--- config.mk ---
export PLATFORM = sky130hd
export DESIGN_NAME = fetch_queue_flat
export DESIGN_NICKNAME = d
export VERILOG_FILES = /design/src/rtl/fetch_queue_if.sv /design/src/rtl/fetch_queue.sv /design/src/flat_wrapper.sv
export SDC_FILE = /design/constraint.sdc
export NUM_CORES = 1
export LEC_CHECK = 0
export ABC_CLOCK_PERIOD_IN_PS = 3790
export CAP_MARGIN = 20
export CORE_ASPECT_RATIO = 0.5
export CORE_MARGIN = 2
export CORE_UTILIZATION = 35
export CTS_CLUSTER_DIAMETER = 150
export DETAILED_ROUTE_END_ITERATION = 10
export PLACE_DENSITY = 0.53
export SLEW_MARGIN = 40
export SYNTH_ARGS = -nofsm -noshare
export SYNTH_HDL_FRONTEND = slang
export SYNTH_SLANG_ARGS = --single-unit
--- constraint.sdc ---
create_clock -name clk -period 3.79 [get_ports clk]
set_input_delay 0.758 -clock clk [delete_from_list [all_inputs] [get_ports clk]]
set_output_delay 0.758 -clock clk [all_outputs]
set_load 0.1 [all_outputs]
--- src/rtl/fetch_queue_if.sv ---
// Fetch queue bus: instruction-memory port, execute redirect and the decode handshake.
// The slave modport belongs to the fetch queue; master is the surrounding pipeline.
interface fetch_queue_if #(
    parameter int unsigned DEPTH = 4
);
    localparam int unsigned CNT_W = $clog2(DEPTH) + 1;

    logic             fetch_en;
    logic [31:0]      imem_pc;
    logic [39:0]      imem_instr;
    logic             redirect_valid;
    logic [31:0]      redirect_pc;
    logic             dec_valid;
    logic             dec_ready;
    logic [39:0]      dec_instr;
    logic [31:0]      dec_pc;
    logic [CNT_W-1:0] q_count;

    modport master (
        output fetch_en, imem_instr, redirect_valid, redirect_pc, dec_ready,
        input  imem_pc, dec_valid, dec_instr, dec_pc, q_count
    );

    modport slave (
        input  fetch_en, imem_instr, redirect_valid, redirect_pc, dec_ready,
        output imem_pc, dec_valid, dec_instr, dec_pc, q_count
    );
endinterface

--- src/rtl/fetch_queue.sv ---
// Fetch-stage front end: owns the fetch PC, captures {instr, pc} from imem into a
// small FIFO feeding decode, and flushes/reloads on an execute redirect.
module fetch_queue #(
    parameter int unsigned DEPTH       = 4,
    parameter int unsigned INSTR_BYTES = 5,
    parameter logic [31:0] RESET_PC    = 32'h0
) (
    input  logic          clk,
    input  logic          rst_n,
    fetch_queue_if.slave  bus
);
    localparam int unsigned PTR_W = $clog2(DEPTH);
    localparam int unsigned CNT_W = PTR_W + 1;

    logic [31:0]      fetch_pc_q, fetch_pc_d;
    logic [PTR_W-1:0] wr_ptr_q, wr_ptr_d;
    logic [PTR_W-1:0] rd_ptr_q, rd_ptr_d;
    logic [CNT_W-1:0] count_q, count_d;
    logic [39:0]      instr_q [DEPTH];
    logic [39:0]      instr_d [DEPTH];
    logic [31:0]      pc_q    [DEPTH];
    logic [31:0]      pc_d    [DEPTH];
    logic             dec_valid_q, dec_valid_d;
    logic [39:0]      dec_instr_q, dec_instr_d;
    logic [31:0]      dec_pc_q, dec_pc_d;
    logic             deq;
    logic             enq;

    // Next-state: redirect flushes everything; otherwise enqueue/dequeue independently.
    always_comb begin
        fetch_pc_d = fetch_pc_q;
        wr_ptr_d   = wr_ptr_q;
        rd_ptr_d   = rd_ptr_q;
        count_d    = count_q;
        instr_d    = instr_q;
        pc_d       = pc_q;

        deq = dec_valid_q & bus.dec_ready;
        enq = bus.fetch_en & ~bus.redirect_valid & ((count_q < CNT_W'(DEPTH)) | deq);

        if (bus.redirect_valid) begin
            fetch_pc_d = bus.redirect_pc;
            wr_ptr_d   = '0;
            rd_ptr_d   = '0;
            count_d    = '0;
        end else begin
            if (enq) begin
                instr_d[wr_ptr_q] = bus.imem_instr;
                pc_d[wr_ptr_q]    = fetch_pc_q;
                wr_ptr_d          = wr_ptr_q + PTR_W'(1);
                fetch_pc_d        = fetch_pc_q + 32'(INSTR_BYTES);
            end
            if (deq) begin
                rd_ptr_d = rd_ptr_q + PTR_W'(1);
            end
            if (enq && !deq) begin
                count_d = count_q + CNT_W'(1);
            end else if (deq && !enq) begin
                count_d = count_q - CNT_W'(1);
            end
        end

        // Head presented to decode is registered from the next-state view of the queue.
        dec_valid_d = (count_d != '0);
        dec_instr_d = dec_valid_d ? instr_d[rd_ptr_d] : 40'h0;
        dec_pc_d    = dec_valid_d ? pc_d[rd_ptr_d]    : 32'h0;
    end

    always_ff @(posedge clk or negedge rst_n) begin
        if (!rst_n) begin
            fetch_pc_q  <= RESET_PC;
            wr_ptr_q    <= '0;
            rd_ptr_q    <= '0;
            count_q     <= '0;
            dec_valid_q <= 1'b0;
            dec_instr_q <= 40'h0;
            dec_pc_q    <= 32'h0;
            for (int i = 0; i < int'(DEPTH); i++) begin
                instr_q[i] <= 40'h0;
                pc_q[i]    <= 32'h0;
            end
        end else begin
            fetch_pc_q  <= fetch_pc_d;
            wr_ptr_q    <= wr_ptr_d;
            rd_ptr_q    <= rd_ptr_d;
            count_q     <= count_d;
            dec_valid_q <= dec_valid_d;
            dec_instr_q <= dec_instr_d;
            dec_pc_q    <= dec_pc_d;
            instr_q     <= instr_d;
            pc_q        <= pc_d;
        end
    end

    assign bus.imem_pc   = fetch_pc_q;
    assign bus.dec_valid = dec_valid_q;
    assign bus.dec_instr = dec_instr_q;
    assign bus.dec_pc    = dec_pc_q;
    assign bus.q_count   = count_q;
endmodule

--- src/flat_wrapper.sv ---
// flat-port wrapper written by rule: the top's interface ports become plain ports
module fetch_queue_flat 
#(
    parameter int unsigned DEPTH       = 4,
    parameter int unsigned INSTR_BYTES = 5,
    parameter logic [31:0] RESET_PC    = 32'h0
)
  (clk, rst_n, bus_fetch_en, bus_imem_instr, bus_redirect_valid, bus_redirect_pc, bus_dec_ready, bus_imem_pc, bus_dec_valid, bus_dec_instr, bus_dec_pc, bus_q_count);
  fetch_queue_if #(.DEPTH(DEPTH)) bus_i ();
  input  logic clk;
  input  logic rst_n;
  input wire logic [$bits(bus_i.fetch_en)-1:0] bus_fetch_en;
  input wire logic [$bits(bus_i.imem_instr)-1:0] bus_imem_instr;
  input wire logic [$bits(bus_i.redirect_valid)-1:0] bus_redirect_valid;
  input wire logic [$bits(bus_i.redirect_pc)-1:0] bus_redirect_pc;
  input wire logic [$bits(bus_i.dec_ready)-1:0] bus_dec_ready;
  output wire logic [$bits(bus_i.imem_pc)-1:0] bus_imem_pc;
  output wire logic [$bits(bus_i.dec_valid)-1:0] bus_dec_valid;
  output wire logic [$bits(bus_i.dec_instr)-1:0] bus_dec_instr;
  output wire logic [$bits(bus_i.dec_pc)-1:0] bus_dec_pc;
  output wire logic [$bits(bus_i.q_count)-1:0] bus_q_count;
  assign bus_i.fetch_en = bus_fetch_en;
  assign bus_i.imem_instr = bus_imem_instr;
  assign bus_i.redirect_valid = bus_redirect_valid;
  assign bus_i.redirect_pc = bus_redirect_pc;
  assign bus_i.dec_ready = bus_dec_ready;
  assign bus_imem_pc = bus_i.imem_pc;
  assign bus_dec_valid = bus_i.dec_valid;
  assign bus_dec_instr = bus_i.dec_instr;
  assign bus_dec_pc = bus_i.dec_pc;
  assign bus_q_count = bus_i.q_count;
  fetch_queue #(.DEPTH(DEPTH), .INSTR_BYTES(INSTR_BYTES), .RESET_PC(RESET_PC)) u_core (.clk(clk), .rst_n(rst_n), .bus(bus_i));
endmodule
==> reports/results.ini, run 1 <==
[final_layout]
nets=1542
fin_area_sq_um=20700
fill_cells=4512
syn_to_final_growth_pct=20.6
layout_common_cells=dfrtp_1, mux2_2, buf_2, nor2_1, inv_1
ff_latch_area_sq_um=10000
drive_above_1_share=0.346
post-route-util=0.427
final_common_cell=dfrtp_1
multi_input_area_sq_um=6350
layout.cells.non_filler=2132

[yosys]
syn_area_sq_um=17200
yosysSeqAreaShare=0.583
synth_nets=1363
syn_area_per_cell_sq_um=13.4
synth_top_family_by_area=multiplexers
async_flop_share=1.00
synthDistinctLibCells=48
ys.flop_type=dfrtp_1
synth.area.mux_share=0.187
synth_compound_area_frac=0.109
synth_xor_area_frac=0.0153
ys_ff_latch=400
synth_edf_count=0
yosysWarningCount=0
synth_fa_ha_area_frac=0.00510
syn_inst=1279
yosys.area_share.simple=0.0513

[sta]
skew_ns=0.0243
slew_violations=0
fmax_mhz=358
hold_violations=0
rsz0062_at_grt=false
setup_tns_ns=0
hold-worst-slack_ns=0.110
max_slew_margin=0.487
tightest_slew_ns=0.769
period_share=0.737
setup_violations=0
setup_ws_ns=0.997
fin_crit_ns=2.79

[place]
globalplace.congestion=0.748
dp.cells=2065
dp_slack_ns=0.444
dpl_cell_area_sq_um=19400
portBuffers=184
dp_hpwl_mm=28.1

[routing]
vias=10900
drt_drc_violations_left=0
drt_pass1_iterations=5
routedWlPerCell_microns=21.3
ant_nets=0
drtIter0Drc=469
viasPerCell=5.12
wl_mm=45.4

[critical_path]
worstSetupPathType=input port to register
max_stage_delay_ns=0.70
worstSetupEndpointType=register
crit_chain=clkdlybuf4s50_1 -> a21boi_4 -> nor2b_2 -> and3_4 -> buf_12 -> mux2i_1 -> a2111oi_2
start_kind=input port
critical_path_peak_fanout=24
cp_data_arrival_time_ns=3.20
cpMaxStageDelayCell=clkdlybuf4s50_1
cp_top_family=buffers and inverters
worst-path-buf-inv=2
crit_required_ns=4.19

[cts]
clock-root-buffer=clkbuf_16
htree_levels=2
postCtsSetupRepairBufs=0
clockBufferDepth=3
clk_latency_ns=0.55
clkTransAtPathRegs_ns=0.06
cts_resized=0
cts_buffers=40
cts_num_sinks=400
cts_hold_buf=0
cts_tree=yes

[die]
dieArea_sq_um=50900
die_y_microns=161
num_io_pins=185
row_count=57
start_util=0.354
die_w_microns=317
core-area_sq_um=48500

[global_routing]
grt_pass1_wl_mm=71.8
grt_antenna_before_repair=1
grt_pass1_vias=12100
grt.total_usage=0.182
grt.overflow.total=0
grt_max_degree=76

[flow_run]
cap_viol_max_count=0

[run_status]
outcome=finished clean

[pwr]
p_per_area_nw_per_um2=859
power_mw=17.8
peakVddDrop_v=0.000383
cellLeakagePower_nw=9.31

[hold_path]
min_path_type=input port to asynchronous set/reset pin

[sequential cells by signal, indices dropped and copies added (netlist names)]
| signal | cells |
|---|---|
| u_core.bus.imem_pc | 32 |
| u_core.bus.q_count | 3 |
| u_core.bus.dec_instr | 40 |
| u_core.bus.dec_pc | 32 |
| u_core.bus.dec_valid | 1 |
| u_core.wr_ptr_q | 2 |
| u_core.pc_q | 128 |
| u_core.rd_ptr_q | 2 |
| u_core.instr_q | 160 |
[worst register-to-register path, delay by kind of cell (launching register included)]
kind / cells / cell delay [ns]
AO/OA/AOI/OAI: 2 / 0.62
multiplexers: 1 / 0.16
buffers and inverters: 1 / 0.32
AND/OR/NAND/NOR: 2 / 0.65
flip-flops: 1 / 0.59
[synthesized netlist by cell type (3+ instances only)]
| library cell | instances | area, sq um |
|---|---|---|
| xor2_1 | 21 | 184 |
| and3_1 | 9 | 56.3 |
| inv_1 | 79 | 297 |
| buf_2 | 9 | 45.0 |
| mux2_1 | 3 | 33.8 |
| ha_1 | 7 | 87.6 |
| o22ai_1 | 72 | 450 |
| dfrtp_1 | 400 | 10000 |
| a31oi_1 | 3 | 18.8 |
| and2_1 | 5 | 31.3 |
| or3_1 | 3 | 18.8 |
| o21ai_0 | 30 | 150 |
| buf_4 | 14 | 105 |
| nor2_1 | 82 | 308 |
| mux2i_1 | 74 | 741 |
| nand2_1 | 41 | 154 |
| clkbuf_1 | 43 | 161 |
| buf_6 | 21 | 236 |
| nand4_1 | 17 | 106 |
| mux2_2 | 216 | 2430 |
| nand3_1 | 11 | 55.1 |
| a2111oi_2 | 72 | 1080 |
| a21oi_1 | 8 | 40.0 |
| xnor2_1 | 9 | 78.8 |
[metal layers]
metal  vias to the layer above  track usage  part of all wire
li1                       4918            -                 -
met4                         0       0.0489             0.023
met3                        73       0.0297             0.029
met1                      5762        0.241              0.44
met5                         -            0                 0
met2                       154        0.310              0.50
[kinds of logic (layout without fill, tap and decap cells)]
group	count (synthesis)	in the layout
flops	400	400
mux	293	293
compound gates	197	197
simple gates	185	185
buf+inv	167	370
xor+xnor	30	30
fa+ha+maj	7	7
other cells	0	1
[report_power, final]
group	switching [mW]	leakage (nW)	internal [mW]
Sequential	0.605	5.09	5.96
Clock	1.65	0.629	2.25
Combinational	5.19	3.60	2.11
Total	7.45	9.31	10.3
[layout make-up]
class,instances,share of cell area
diodes,1,0.000121
clock buffers,58,0.0580
clock inverters,8,0.00326
inverters,79,0.0143
multi-input cells,712,0.307
flip-flops and latches,400,0.484
well taps,649,0.0392
repair buffers,225,0.0946
[final timing paths]
| check | from | end | slack (ns) | cells after the start |
|---|---|---|---|---|
| worst max-delay path | bus_dec_ready | u_core.bus.dec_pc[28] | 1.0 | 7 |
| min in group clk | u_core.pc_q[96] | u_core.pc_q[96] | 0.48 | 1 |
| worst min-delay path | rst_n | u_core.pc_q[46] | 0.11 | 1 |
| worst max register to register | u_core.bus.dec_valid | u_core.bus.dec_pc[28] | 1.31 | 6 |
| worst min register to register | u_core.pc_q[96] | u_core.pc_q[96] | 0.48 | 1 |
| max in group asynchronous | rst_n | u_core.instr_q[121] | 2.51 | 3 |
Note: power is estimated with default switching activity, not from simulation.
==> run 2: changes to the inputs <==
- ABC_CLOCK_PERIOD_IN_PS: 3790 -> 2250
- PLACE_DENSITY: 0.53 -> 0.55
- clock period: 3.79 -> 2.25 ns (I/O delays scaled with it)
==> reports/results.ini, run 2 (same netlist as run 1, synthesis figures left out) <==
[routing]
dr.max_layer_used=met4
drtIter0Drc=506  ; +7.9%
viasPerCell=5.04  ; -1.5%
wl_met2_mm=23.1  ; +0.92%
routedWlPerCell_microns=20.7  ; -3.0%
wl_met1_mm=20.4  ; +0.83%
drt_pass1_iterations=4  ; -1
vias=11200  ; +2.5%
wl_mm=45.9  ; +1.0%
drt_drc_violations_left=0  ; unchanged
wl_met3_mm=1.29  ; -2.7%
ant_nets=0  ; unchanged

[critical_path]
cp_data_arrival_time_ns=2.63  ; -0.57 ns
critical_path_peak_fanout=15  ; -38%
cpMaxStageDelayCell=dfrtp_4
r2r_setup_slack_ns=0.02  ; -1.29 ns
worstSetupPathType=register to register
crit_cells=7  ; unchanged
start_kind=register
crit_path_start=u_core.bus.q_count[2]
cp_top_family=compound AO/OA/AOI/OAI gates
r2r_cells=7  ; +1
crit_chain=a21boi_4 -> nor4bb_4 -> buf_12 -> buf_16 -> mux2_2 -> o22ai_1 -> a2111oi_2
max_stage_delay_ns=0.48  ; -0.22 ns
crit_path_end=u_core.bus.dec_instr[26]
r2r_end=u_core.bus.dec_instr[26]
r2r_start=u_core.bus.q_count[2]
worst-path-buf-inv=2  ; unchanged
worstSetupEndpointType=register
crit_required_ns=2.65  ; -1.54 ns

[cts]
clock-root-buffer=clkbuf_16
htree_levels=2  ; unchanged
clk_latency_ns=0.54  ; about the same
clkTransAtPathRegs_ns=0.06  ; about the same
cts_buffers=39  ; -2.5%
clockBufferDepth=3  ; unchanged
cts_num_sinks=400  ; unchanged
cts_tree=yes

[global_routing]
grt.total_usage=0.183  ; +0.00137
grt_max_degree=64  ; -16%
grt_antenna_before_repair=2  ; +1
grt_pass1_wl_mm=73.2  ; +1.9%
grt_pass1_vias=12500  ; +3.1%
grt.overflow.total=0  ; unchanged

[die]
start_util=0.354  ; unchanged
die_w_microns=317  ; unchanged
die_y_microns=161  ; unchanged
dieArea_sq_um=50900  ; unchanged
num_io_pins=185  ; unchanged
row_count=57  ; unchanged
core-area_sq_um=48500  ; unchanged

[sta]
period_share=0.989
slew_violations=0  ; unchanged
max_slew_margin=0.590  ; +0.102
rsz0062_at_grt=true
skew_ns=0.0171  ; -0.00716 ns
hold-worst-slack_ns=0.470  ; +0.360 ns
hold_violations=0  ; unchanged
fmax_mhz=449
setup_violations=0  ; unchanged
fin_crit_ns=2.23
tightest_slew_ns=0.615  ; -0.154 ns

[pwr]
p_per_area_nw_per_um2=1420  ; +65%
power_mw=31.6  ; +78%
peakVddDrop_v=0.000571  ; +49%
cellLeakagePower_nw=9.94  ; +6.8%

[final_layout]
drive_above_1_share=0.413  ; +0.0671
nets=1625  ; +5.4%
fin_area_sq_um=22300  ; +7.6%
layout_common_cells=dfrtp_1, mux2_2, buf_4, nor2_1, inv_1
post-route-util=0.459  ; +0.0326
syn_to_final_growth_pct=29.8
top_register=u_core.instr_q
fill_cells=4369  ; -3.2%
largest_register_ffs=160  ; unchanged
final_common_cell=dfrtp_1

[place]
globalplace.congestion=0.777  ; +3.8%
portBuffers=184  ; unchanged
dp_hpwl_mm=31.5  ; +12%
dpl_cell_area_sq_um=20700  ; +6.4%

[flow_run]
cap_viol_max_count=0  ; unchanged

[hold_path]
min_path_type=input port to asynchronous set/reset pin

[run_status]
outcome=finished clean

==> run 2: changes by cell type in the layout (fill, tap and decap cells not counted), sizes merged <==
cell and delta:
dlygate4sd3 +1, diode +1, buf +83, clkinvlp -1, bufinv +4, clkbuf -2
clkinv +1
==> run 2: repair_timing <==
item | 4_1_cts | 5_1_grt
endpoints found under the setup margin | 0 | 63
hold buffers | 1 | 0
setup buffers | 0 | 5
endpoints found under the hold margin | 49 | 0
gates resized for setup | 0 | 34
==> run 2: final cells by class <==
type                    instances  area [sq um]  area share
clock buffers                  56          1170      0.0526
repair buffers                309          3220       0.145
inverters                      79           297      0.0133
well taps                     649           812      0.0365
clock inverters                12           189     0.00848
diodes                          2          5.00    0.000225
multi-input cells             712          6530       0.293
flip-flops and latches        400         10000       0.451
==> run 2: routing by layer <==
layer | vias to the layer above | GRT usage
met5 | - | 0
met1 | 5856 | 0.241
met3 | 81 | 0.0272
met2 | 159 | 0.316
li1 | 5084 | -
met4 | 0 | 0.0510
==> run 2: worst reg2reg max path: stages (launching register included) <==
cell,delay (ns)
dfrtp_4,0.48
a21boi_4,0.19
nor4bb_4,0.39
buf_12,0.20
buf_16,0.17
mux2_2,0.38
o22ai_1,0.22
a2111oi_2,0.08
==> run 2: where the power goes <==
part           total (mW)  leakage (nW)  switching [mW]  internal [mW]
Sequential           11.1          5.06            1.03           10.1
Clock                6.97         0.675            2.78           4.19
Combinational        13.6          4.21            8.99           4.58
Total                31.6          9.94            12.8           18.8
==> run 2: worst min-delay path by stage <==
stage | from | end | slack [ns] | cells past startpoint
6_report | rst_n | u_core.bus.dec_pc[13] | 0.47 | 2
5_1_grt | bus_redirect_pc[6] | u_core.bus.imem_pc[6] | 0.49 | 3
4_1_cts | bus_redirect_pc[8] | u_core.bus.imem_pc[8] | 0.46 | 3
3_5_place_dp | rst_n | u_core.bus.imem_pc[20] | 0.45 | 1
3_3_place_gp | rst_n | u_core.bus.imem_pc[20] | 0.45 | 1
2_1_floorplan | rst_n | u_core.bus.dec_instr[0] | 0.15 | 0
==> run 2: stage by stage <==
stage	cells	worst slack (ns)	TNS [ns]
2_1_floorplan	1279	-0.0247	-0.119
3_5_place_dp	2143	-0.476	-61.04
4_1_cts	2212	0.0205	0
3_3_place_gp	2143	-0.484	-62.65
5_1_grt	2219	-0.0457	-0.486
6_report	2219	0.0242	0
